<file path="config.mk">
export PLATFORM = sky130hd
export DESIGN_NAME = zigzag_rle_encoder
export DESIGN_NICKNAME = d
export VERILOG_FILES = /design/src/rtl/jpeg_enc_pkg.sv /design/src/rtl/rle_size_category.sv /design/src/rtl/zigzag_rle_encoder.sv
export SDC_FILE = /design/constraint.sdc
export NUM_CORES = 1
export LEC_CHECK = 0
export CORE_MARGIN = 4
export CORE_UTILIZATION = 45
export DETAILED_ROUTE_END_ITERATION = 10
export PLACE_DENSITY_LB_ADDON = 0.15
export SLEW_MARGIN = 5
export SYNTH_ARGS = -nofsm -noshare
export SYNTH_HDL_FRONTEND = slang
export SYNTH_SLANG_ARGS = --single-unit
</file>
<file path="constraint.sdc">
create_clock -name clock -period 4.2 [get_ports clock]
set_clock_uncertainty 0.1 [all_clocks]
set_input_delay 0.42 -clock clock [delete_from_list [all_inputs] [get_ports clock]]
set_output_delay 0.42 -clock clock [all_outputs]
set_load 0.05 [all_outputs]
</file>
<file path="src/rtl/jpeg_enc_pkg.sv">
// Shared constants, FSM state type and coefficient extraction for the zigzag RLE encoder.
// The optional DPCM path is selected by ZIGZAG_RLE_DC_DPCM_EN in the top-level encoder.
package jpeg_enc_pkg;

    localparam int unsigned DATA_WIDTH = 8;
    localparam int unsigned DEPTH      = 64;
    localparam int unsigned BLK_W      = DATA_WIDTH * DEPTH;
    localparam int unsigned VAL_W      = DATA_WIDTH + 1;
    localparam int unsigned IDX_W      = 6;
    localparam int unsigned RUN_W      = 6;
    localparam int unsigned ZRL_LEN    = 16;

    localparam logic [3:0] ZRL_RUN  = 4'd15;
    localparam logic [3:0] EOB_SIZE = 4'd0;

    typedef enum logic [1:0] {
        IDLE = 2'd0,
        DC   = 2'd1,
        SCAN = 2'd2,
        SEND = 2'd3
    } state_t;

    // Coefficient k sits at the MSB end for k=0, descending toward the LSBs.
    function automatic logic [DATA_WIDTH-1:0] get_coeff(input logic [BLK_W-1:0] blk,
                                                        input logic [IDX_W-1:0] idx);
        logic [BLK_W-1:0] shifted;
        shifted = blk >> (DATA_WIDTH * (DEPTH - 1 - 32'(idx)));
        return shifted[DATA_WIDTH-1:0];
    endfunction

endpackage

</file>
<file path="src/rtl/rle_size_category.sv">
// JPEG magnitude category and amplitude bits for a signed value one bit wider than a coefficient.
module rle_size_category #(
    parameter int unsigned DATA_WIDTH = jpeg_enc_pkg::DATA_WIDTH
) (
    input  logic [DATA_WIDTH:0] i_value,
    output logic [3:0]          o_size,
    output logic [DATA_WIDTH:0] o_amp
);

    localparam int unsigned VW = DATA_WIDTH + 1;

    logic [VW-1:0] w_mag;
    logic [VW-1:0] w_minus_one;
    logic [VW-1:0] w_mask;

    // Unsigned view of the negation keeps the most negative value exact.
    assign w_mag       = i_value[VW-1] ? VW'(-i_value) : i_value;
    assign w_minus_one = i_value - VW'(1);

    always_comb begin
        o_size = '0;
        for (int i = 0; i < VW; i++) begin
            if (w_mag[i]) o_size = 4'(i + 1);
        end
    end

    always_comb begin
        w_mask = '0;
        for (int i = 0; i < VW; i++) begin
            w_mask[i] = (i < int'(o_size));
        end
    end

    assign o_amp = i_value[VW-1] ? (w_minus_one & w_mask) : i_value;

endmodule

</file>
<file path="src/rtl/zigzag_rle_encoder.sv">
// Serialises one zigzag 64-coefficient block into DC / AC(run,size,amp) / ZRL / EOB symbols.
// Define ZIGZAG_RLE_DC_DPCM_EN to code DC as a difference against the previous block's DC.
module zigzag_rle_encoder
    import jpeg_enc_pkg::*;
(
    input  logic             clock,
    input  logic             reset_n,
    input  logic             in_valid,
    output logic             in_ready,
    input  logic [BLK_W-1:0] blk_data,
    input  logic             dc_pred_clr,
    output logic             out_valid,
    input  logic             out_ready,
    output logic             out_is_dc,
    output logic             out_is_eob,
    output logic             out_is_zrl,
    output logic [3:0]       out_run,
    output logic [3:0]       out_size,
    output logic [VAL_W-1:0] out_amp,
    output logic             out_last
);

    state_t           r_state;
    logic [BLK_W-1:0] r_blk;
    logic [IDX_W-1:0] r_idx;
    logic [RUN_W-1:0] r_run;
    logic             r_in_ready;
    logic             r_out_valid;
    logic             r_is_dc;
    logic             r_is_eob;
    logic             r_is_zrl;
    logic [3:0]       r_out_run;
    logic [3:0]       r_size;
    logic [VAL_W-1:0] r_amp;
    logic             r_last;

    logic [DATA_WIDTH-1:0] w_coeff;
    logic [DATA_WIDTH-1:0] w_coeff0;
    logic [VAL_W-1:0]      w_dc_val;
    logic [VAL_W-1:0]      w_cat_in;
    logic [VAL_W-1:0]      w_cat_amp;
    logic [3:0]            w_cat_size;
    logic                  w_at_end;
    logic                  w_is_zero;
    logic                  w_xfer;
    logic                  w_do_scan;

    logic                  w_sym_valid;
    logic                  w_sym_eob;
    logic                  w_sym_zrl;
    logic                  w_sym_last;
    logic [3:0]            w_sym_run;
    logic [3:0]            w_sym_size;
    logic [VAL_W-1:0]      w_sym_amp;
    logic [RUN_W-1:0]      w_run_nxt;
    logic [IDX_W-1:0]      w_idx_nxt;

    assign w_coeff   = get_coeff(r_blk, r_idx);
    assign w_coeff0  = get_coeff(r_blk, IDX_W'(0));
    assign w_at_end  = (r_idx == IDX_W'(DEPTH - 1));
    assign w_is_zero = (w_coeff == '0);
    assign w_xfer    = r_out_valid && out_ready;
    // A completed transfer immediately evaluates the next index so back-to-back symbols have no gap.
    assign w_do_scan = (r_state == SCAN) || ((r_state == SEND) && w_xfer && !r_last);
    assign w_cat_in  = (r_state == DC) ? w_dc_val : {w_coeff[DATA_WIDTH-1], w_coeff};

`ifdef ZIGZAG_RLE_DC_DPCM_EN
    logic [DATA_WIDTH-1:0] r_pred;

    assign w_dc_val = {w_coeff0[DATA_WIDTH-1], w_coeff0} - {r_pred[DATA_WIDTH-1], r_pred};

    // Clear wins over a same-cycle load because the DC difference is formed one cycle later.
    always_ff @(posedge clock or negedge reset_n) begin
        if (!reset_n) begin
            r_pred <= '0;
        end else if ((r_state == IDLE) && dc_pred_clr) begin
            r_pred <= '0;
        end else if (w_xfer && r_is_dc) begin
            r_pred <= w_coeff0;
        end
    end
`else
    logic w_unused_pred_clr;

    assign w_unused_pred_clr = dc_pred_clr;
    assign w_dc_val          = {w_coeff0[DATA_WIDTH-1], w_coeff0};
`endif

    rle_size_category #(
        .DATA_WIDTH(DATA_WIDTH)
    ) u_size_cat (
        .i_value(w_cat_in),
        .o_size (w_cat_size),
        .o_amp  (w_cat_amp)
    );

    // Outcome of evaluating coeff[r_idx] with the current zero run.
    always_comb begin
        w_sym_valid = 1'b0;
        w_sym_eob   = 1'b0;
        w_sym_zrl   = 1'b0;
        w_sym_last  = 1'b0;
        w_sym_run   = '0;
        w_sym_size  = '0;
        w_sym_amp   = '0;
        w_run_nxt   = r_run;
        w_idx_nxt   = r_idx;
        if (w_is_zero) begin
            w_run_nxt = r_run + RUN_W'(1);
            w_idx_nxt = r_idx + IDX_W'(1);
            if (w_at_end) begin
                w_sym_valid = 1'b1;
                w_sym_eob   = 1'b1;
                w_sym_last  = 1'b1;
                w_sym_size  = EOB_SIZE;
                w_run_nxt   = '0;
            end
        end else if (r_run >= RUN_W'(ZRL_LEN)) begin
            w_sym_valid = 1'b1;
            w_sym_zrl   = 1'b1;
            w_sym_run   = ZRL_RUN;
            w_run_nxt   = r_run - RUN_W'(ZRL_LEN);
        end else begin
            w_sym_valid = 1'b1;
            w_sym_run   = r_run[3:0];
            w_sym_size  = w_cat_size;
            w_sym_amp   = w_cat_amp;
            w_sym_last  = w_at_end;
            w_run_nxt   = '0;
            w_idx_nxt   = r_idx + IDX_W'(1);
        end
    end

    always_ff @(posedge clock or negedge reset_n) begin
        if (!reset_n) begin
            r_state     <= IDLE;
            r_blk       <= '0;
            r_idx       <= '0;
            r_run       <= '0;
            r_in_ready  <= 1'b1;
            r_out_valid <= 1'b0;
            r_is_dc     <= 1'b0;
            r_is_eob    <= 1'b0;
            r_is_zrl    <= 1'b0;
            r_out_run   <= '0;
            r_size      <= '0;
            r_amp       <= '0;
            r_last      <= 1'b0;
        end else begin
            case (r_state)
                IDLE: begin
                    if (in_valid) begin
                        r_blk      <= blk_data;
                        r_in_ready <= 1'b0;
                        r_state    <= DC;
                    end
                end
                DC: begin
                    r_out_valid <= 1'b1;
                    r_is_dc     <= 1'b1;
                    r_is_eob    <= 1'b0;
                    r_is_zrl    <= 1'b0;
                    r_out_run   <= '0;
                    r_size      <= w_cat_size;
                    r_amp       <= w_cat_amp;
                    r_last      <= 1'b0;
                    r_idx       <= IDX_W'(1);
                    r_run       <= '0;
                    r_state     <= SEND;
                end
                SCAN, SEND: begin
                    if (w_do_scan) begin
                        r_out_valid <= w_sym_valid;
                        r_is_dc     <= 1'b0;
                        r_is_eob    <= w_sym_eob;
                        r_is_zrl    <= w_sym_zrl;
                        r_out_run   <= w_sym_run;
                        r_size      <= w_sym_size;
                        r_amp       <= w_sym_amp;
                        r_last      <= w_sym_last;
                        r_run       <= w_run_nxt;
                        r_idx       <= w_idx_nxt;
                        r_state     <= w_sym_valid ? SEND : SCAN;
                    end else if ((r_state == SEND) && w_xfer) begin
                        r_out_valid <= 1'b0;
                        r_in_ready  <= 1'b1;
                        r_state     <= IDLE;
                    end
                end
                default: r_state <= IDLE;
            endcase
        end
    end

    assign in_ready   = r_in_ready;
    assign out_valid  = r_out_valid;
    assign out_is_dc  = r_is_dc;
    assign out_is_eob = r_is_eob;
    assign out_is_zrl = r_is_zrl;
    assign out_run    = r_out_run;
    assign out_size   = r_size;
    assign out_amp    = r_amp;
    assign out_last   = r_last;

endmodule

</file>
[After elaboration in Yosys (flattened, before gate mapping)]
Cells that the tools add are included.
Storage, ports and cells
  register bits: 549
  output and inout bits: 23
  logic and storage cells: 117
Cells by class
  add/sub/neg operators: 6
  magnitude comparators: 10
  equality and inequality tests: 10
  shift-type cells: 1
  mux-type cells: 60
  bitwise logic cells: 1
  reduce and logical (&&, ||, !) cells: 16
Operators by type and width (number)
  $shr A512 B32 Y8: 1
  $mux W9: 6
  $mux W6: 7
  $mux W4: 8
  $pmux W6 S2: 2
  $mux W1: 18
  $pmux W9 S2: 1
  $lt A3 B4 Y1 const A: 4
  $pmux W4 S2: 2
  $add A6 B1 Y6 const B: 2
  $mux W3: 4
  $pmux W1 S2: 6
  $mux W2: 5
  $and A9 B9 Y9: 1
  $neg A9 Y9: 1
  $sub A9 B1 Y9 const B: 1
  $logic_not A8 Y1: 1
  $lt A1 B4 Y1 const A: 2
  $lt A2 B4 Y1 const A: 2
  $ne A2 B2 Y1 const B: 4
  $reduce_and A2 Y1: 4
  $sub A6 B6 Y7 const A: 1
  $eq A6 B6 Y1 const B: 1
  $ge A6 B5 Y1 const B: 1
  14 further kinds: 19

[Longest topological paths before layout]
  depth after elaboration: 21
  gate-level depth with buffers: 19

[Hierarchy]
From an unflattened synthesis, not the netlist that was laid out.
Second synthesis, totals
  cells, all modules: 1738
  area total of the unflattened synthesis: 25498.2 um^2
Modules (own cells, without submodules)
  zigzag_rle_encoder: times used 1, cells an instance 1632, area each 24796.3 um^2
  rle_size_category: times used 1, cells an instance 106, area each 701.9 um^2

[Least setup slack after synthesis]
No wires, ideal clock.
  path type: reg2reg
  from: reg r_idx[0]
  to: reg r_size[0] (netlist: out_size[0])
  library setup time: 0.122 ns
  arrival time: 3.554 ns
  required time: 3.978 ns
  slack: 0.424 ns
  cell stages (with the launch flop): 16
  buffers on the path: 4
  period minus slack after synthesis: 3.776 ns
  cell sequence: dfrtp_1 buf_6 buf_6 buf_4 mux4_2 a22oi_1 a21oi_1 or3b_1 o211ai_2 ha_1 buf_1 nand4_1 nor3_1 mux2i_1 o211ai_1 a32o_1
On the way
  longest elaborated chain between the ends: 18
  elaborated cells between the ends (all ways): 19
  classes of those cells: add/sub (2); shift (1); mux (15); reduce/logical (1)
RTL lines
  start, declared: RTL line zigzag_rle_encoder.sv:25  | logic [IDX_W-1:0] r_idx;
  start signal, assigned: RTL line zigzag_rle_encoder.sv:182  | r_idx <= w_idx_nxt;
  $sub A6 B6 Y7 (*): RTL line jpeg_enc_pkg.sv:27  | shifted = blk >> (DATA_WIDTH * (DEPTH - 1 - 32'(idx)));
  $shr A512 B32 Y8 (*): RTL line jpeg_enc_pkg.sv:27
  $mux W9: RTL line zigzag_rle_encoder.sv:65  | assign w_cat_in = (r_state == DC) ? w_dc_val : {w_coeff[DATA_WIDTH-1], w_coeff};
  $neg A9 Y9: RTL line rle_size_category.sv:17  | assign w_mag = i_value[VW-1] ? VW'(-i_value) : i_value;
  $mux W9: RTL line rle_size_category.sv:17
  $mux W1: RTL line rle_size_category.sv:23  | if (w_mag[i]) o_size = 4'(i + 1);
  $mux W2 (2 in a row): RTL line rle_size_category.sv:23
  $mux W3 (4 in a row): RTL line rle_size_category.sv:23
  $mux W4 (2 in a row): RTL line rle_size_category.sv:23
  $mux W4: RTL line zigzag_rle_encoder.sv:118  | end else if (r_run >= RUN_W'(ZRL_LEN)) begin
  $mux W4: RTL line zigzag_rle_encoder.sv:108  | if (w_is_zero) begin
  $mux W4: RTL line zigzag_rle_encoder.sv:172  | if (w_do_scan) begin
  $pmux W4 S2 (*): RTL line zigzag_rle_encoder.sv:150  | case (r_state)
  end signal, assigned: RTL line zigzag_rle_encoder.sv:164  | r_size <= w_cat_size;
  end signal, assigned: RTL line zigzag_rle_encoder.sv:178  | r_size <= w_sym_size;
  end, declared: RTL line zigzag_rle_encoder.sv:33  | logic [3:0] r_size;
Mark *: on every way between the ends. The rest lies on a longest branch, timed or not. The select of a mux whose other input is x is not followed.
A chain may end at the register's enable or synchronous reset.

[Worst setup path in the final report]
Same ends and word-level chain as after synthesis.

==> summary.txt <==
Worst hold path
  – Worst Hold Class: input port to register
  – Hold path startpoint: blk_data[194]

Floorplan
  – Starting Density: around 45%
  – Y dimension of the die: about 250 um
  – I/O Pins: 540
  – Die area: 60700 um2
  – Floorplan Core Area: 56400 um2
  – Row count: just under 90
  – Width of the die: about 250 um

CTS
  – Root buf cell: sky130_fd_sc_hd__clkbuf_16
  – Buffer depth of the longest clock path: 3
  – CTS sink cnt: approximately 550
  – Count of H-tree levels built during CTS: 2
  – Number of buffers created by CTS: 61
  – Clock network latency to the later pin of the worst-skew pair: roughly 640 ps
  – Clock Pin Slew Worst Setup and Hold Paths: about 60 ps
  – TritonCTS clock tree: built

Timing
  – Final hold violations: 0
  – Final setup fails: 0
  – Worst-case headroom to the max-slew limit: a little over two fifths
  – Worst hold margin: slightly below 300 ps
  – Max frequency: roughly 250 MHz
  – Share of the cycle needed by the critical path after routing: between 90% and 100%
  – Slew at the pin closest to its max-slew limit: between 800 and 900 ps
  – Minimum clock period after layout: 4040 ps
  – Max-slew violation total from the final report: 0

Routing
  – Routed vias/inst: ~5.6
  – Vias after detailed routing: between 15000 and 20000
  – Total routed wirelength: about 80000 um
  – # DRC: 0
  – First-iteration detailed-routing DRC count: roughly 1100
  – DR WL/cell: around 26 um
  – Count of antenna-violating nets left after detailed routing: 0
  – Detailed-router iteration count before antenna repair: 5

Worst setup path
  – Element type at the critical path start: register
  – Data required time of the worst path: 4600 ps
  – CP arrival: about 4400 ps
  – Category of the most critical setup path: register to register
  – Largest stage delay on the critical path: 500 ps
  – Endpoint class of the critical path: register
  – Worst-path maximum fanout: 11
  – Critical Path Source: r_idx[0]
  – Most prevalent standard cell on the critical path: sky130_fd_sc_hd__a21oi_1
  – Slowest library cell on the worst path: sky130_fd_sc_hd__mux4_2
  – Worst reg2reg startpoint: r_idx[0]
  – List of cells traversed by the critical path: buf_12 > buf_12 > mux4_2 > a22oi_1 > a21oi_1 > or3b_1 > o211ai_4 > ha_4 > nand4_1 > buf_4 > a21oi_1 > o22ai_2 > a21oi_1 > o211ai_1 > a32o_1

Flow run
  – Max Cap Violations: 0

Run status
  – Outcome: completed

Logic synthesis
  – Seq cells post-synth: between 500 and 600
  – Number of enable flip-flop cells after synthesis: 0
  – Share of synthesized registers carrying an async set or reset: 100%
  – Share of the synthesized area in compound gates (AO/OA/AOI/OAI): 5.16%
  – Area share of the largest cell type after synthesis: a little over half
  – Area of the mapped netlist: ~26000 um2
  – Synthesized area per cell: about 14 um2
  – Distinct cell type count of the synthesized netlist: between 70 and 80
  – Share of synthesized area spent on multiplexers: between 30% and 40%
  – Cell types with the highest counts after synthesis: sky130_fd_sc_hd__dfrtp_1, sky130_fd_sc_hd__mux2_2, sky130_fd_sc_hd__mux4_2
  – Post-Synth Simple-Gate Area: under 10%
  – Proportion of synthesized chip area in sequential cells: between 50% and 60%
  – Library cell with the highest instance count after synthesis: sky130_fd_sc_hd__dfrtp_1
  – Synth warnings: 0
  – Yosys top cell by area: sky130_fd_sc_hd__dfrtp_1
  – Syn Nets: approximately 2300
  – Parity-gate share of the synthesized area counting xor and xnor cells: 0.137%
  – Cells after synthesis: 1771
  – Synth top area cells: sky130_fd_sc_hd__dfrtp_1, sky130_fd_sc_hd__mux2_2, sky130_fd_sc_hd__mux4_2, sky130_fd_sc_hd__mux2i_1, sky130_fd_sc_hd__a22oi_1
  – Combinational family with the most area after synthesis: multiplexers
  – Main synth FF type: sky130_fd_sc_hd__dfrtp_1
  – Adder-cell share of the synthesized area: 0.147%

Place
  – Post-place instance area: about 32000 um2
  – Last weighted congestion value of the routability-driven placer: a little under 0.9
  – Buffers on Ports: between 500 and 600
  – Sum of net half-perimeters after detailed placement: 61000 um
  – Placed Cells incl. Taps: between 3000 and 4000

Cells and area
  – # nets final: roughly 2800
  – Final cell count without fillers: around 3100
  – Layout cell share with drive strength beyond 1: between 30% and 40%
  – Area growth syn-to-layout: 34.2%
  – Layout Cell Area excl Fill: around 34000 um2

Power and ir drop
  – Clock group share of total power: a little under half
  – Internal portion of total power: between 8 and 9 mW
  – VDD IR max: ~0.31 mV
  – Combinational fraction of design power: 5.5%
  – Power per cell area: about 330 nW/um2
  – Total net switching power: about 2.4 mW
  – Sw frac: between 20% and 30%
  – Static leakage power: 15.5 nW
  – Sequential power share: about 47%

GRT
  – Maximum number of pins on one net before global-route repair: between 90 and 100
  – Routing usage on met3: about 6.7%
  – Grt total ovfl: 0
  – Met2 GRT Util: a little over two fifths
  – GRT Max-Usage Layer: met2
  – M1 GR Usage: 36.0%
  – First-pass GRT wire length: roughly 120000 um
  – Vias in the first global route: approximately 19000
  – Total global-route track usage: a little over a quarter
  – Number of antenna violations at the first check in global routing: 25
[per-layer routing]
layer	part of all wire, %	routed length [um]
met1	42	34300
met2	48	39200
met3	7.4	5980
met4	1.6	1300
met5	0.19	151
[state kept, by name (all words and copies together) (netlist names)]
name and cells:
out_valid 1, out_size 4, out_last 1, r_idx 6, out_amp 9, out_is_zrl 1
out_run 4, in_ready 1, out_is_eob 1, r_state 2, r_run 6, r_blk 512
out_is_dc 1
[critical path, delay by kind of cell (launching register included)]
kind / cells / cell delay [ps]
AO/OA/AOI/OAI: 8 / 1510
flip-flops: 1 / 430
multiplexers: 1 / 500
adder cells (fa/ha/maj): 1 / 240
buffers and inverters: 3 / 520
AND/OR/NAND/NOR: 2 / 600
[power groups by stage]
stage	Combinational [mW]	Sequential, mW	Clock, mW
final	0.629	5.29	5.42
after floorplan	0.00404	5.39	0
after global routing	0.673	5.29	5.76
after CTS	0.637	5.29	5.54
after global placement	0.629	5.39	0
after detailed placement	0.632	5.39	0
[placed cells by master (no fill, tap or decap), drive strengths merged, types with 4 or more instances in the layout]
cell type | synthesis | final
a22o | 8 | 8
nand2b | 6 | 6
dfrtp | 548 | 548
and3 | 4 | 4
mux2 | 518 | 518
o211ai | 5 | 5
and2 | 11 | 11
o31ai | 10 | 10
xnor2 | 4 | 4
o41ai | 4 | 4
nor2b | 7 | 7
a221oi | 5 | 5
mux2i | 90 | 90
nand4 | 11 | 11
nor3 | 15 | 15
or3 | 8 | 8
a21oi | 32 | 32
bufinv | 0 | 5
o21ai | 27 | 27
buf | 41 | 75
diode | 0 | 13
inv | 13 | 15
mux4 | 91 | 91
clkdlybuf4s50 | 0 | 537
nand3 | 25 | 25
nor2 | 32 | 32
clkinvlp | 0 | 5
clkbuf | 81 | 89
clkinv | 0 | 16
nand2 | 73 | 73
o22ai | 9 | 9
o221ai | 4 | 4
a22oi | 46 | 46
[through the flow]
step	setup slack [ps]	total power [mW]	setup TNS (ps)	util, %
after global routing	-1.18	11.7	-1.18	60.9
after CTS	27.5	11.5	0	60.6
after floorplan	424	5.39	0	-
final	159	11.3	0	60.9
after detailed placement	-77.4	6.02	-109	56.9
after global placement	-57.9	6.01	-65.2	56.9
[kinds of logic after synthesis]
| group | count (synthesis) |
|---|---|
| fa+ha+maj | 3 |
| compound gates | 181 |
| simple gates | 200 |
| mux | 699 |
| buf+inv | 135 |
| xor+xnor | 4 |
| flops | 549 |
[worst paths after layout]
kind                          endpoint  slack (ps)  cells past startpoint
max in group asynchronous   r_blk[456]        2560                      4
max                        out_size[0]         160                     15
min reg2reg                out_size[1]         380                      2
min                         r_blk[194]         290                      2
max reg2reg                out_size[0]         160                     15
min in group asynchronous   r_blk[410]         320                      2
[repair_timing]
item / in CTS / in global routing
hold buffers: 1 / 0
setup endpoints to repair: 4 / 10
endpoints found under the hold margin: 86 / 0
cloned: 0 / 2
resized for setup: 2 / 10
buffers inserted: 0 / 5
pin swaps: 0 / 1
[final cells by class]
| class | instances | area [um2] |
|---|---|---|
| antenna | 13 | 32.5 |
| clock buffer | 87 | 1740 |
| clock inverter | 28 | 312 |
| fill | 4394 | 22000 |
| inverter | 13 | 48.8 |
| multi-input combinational | 1087 | 11200 |
| sequential | 549 | 13700 |
| tap | 756 | 946 |
| timing repair buffer | 615 | 6290 |
No activity file was read; power rests on OpenSTA's default activity.
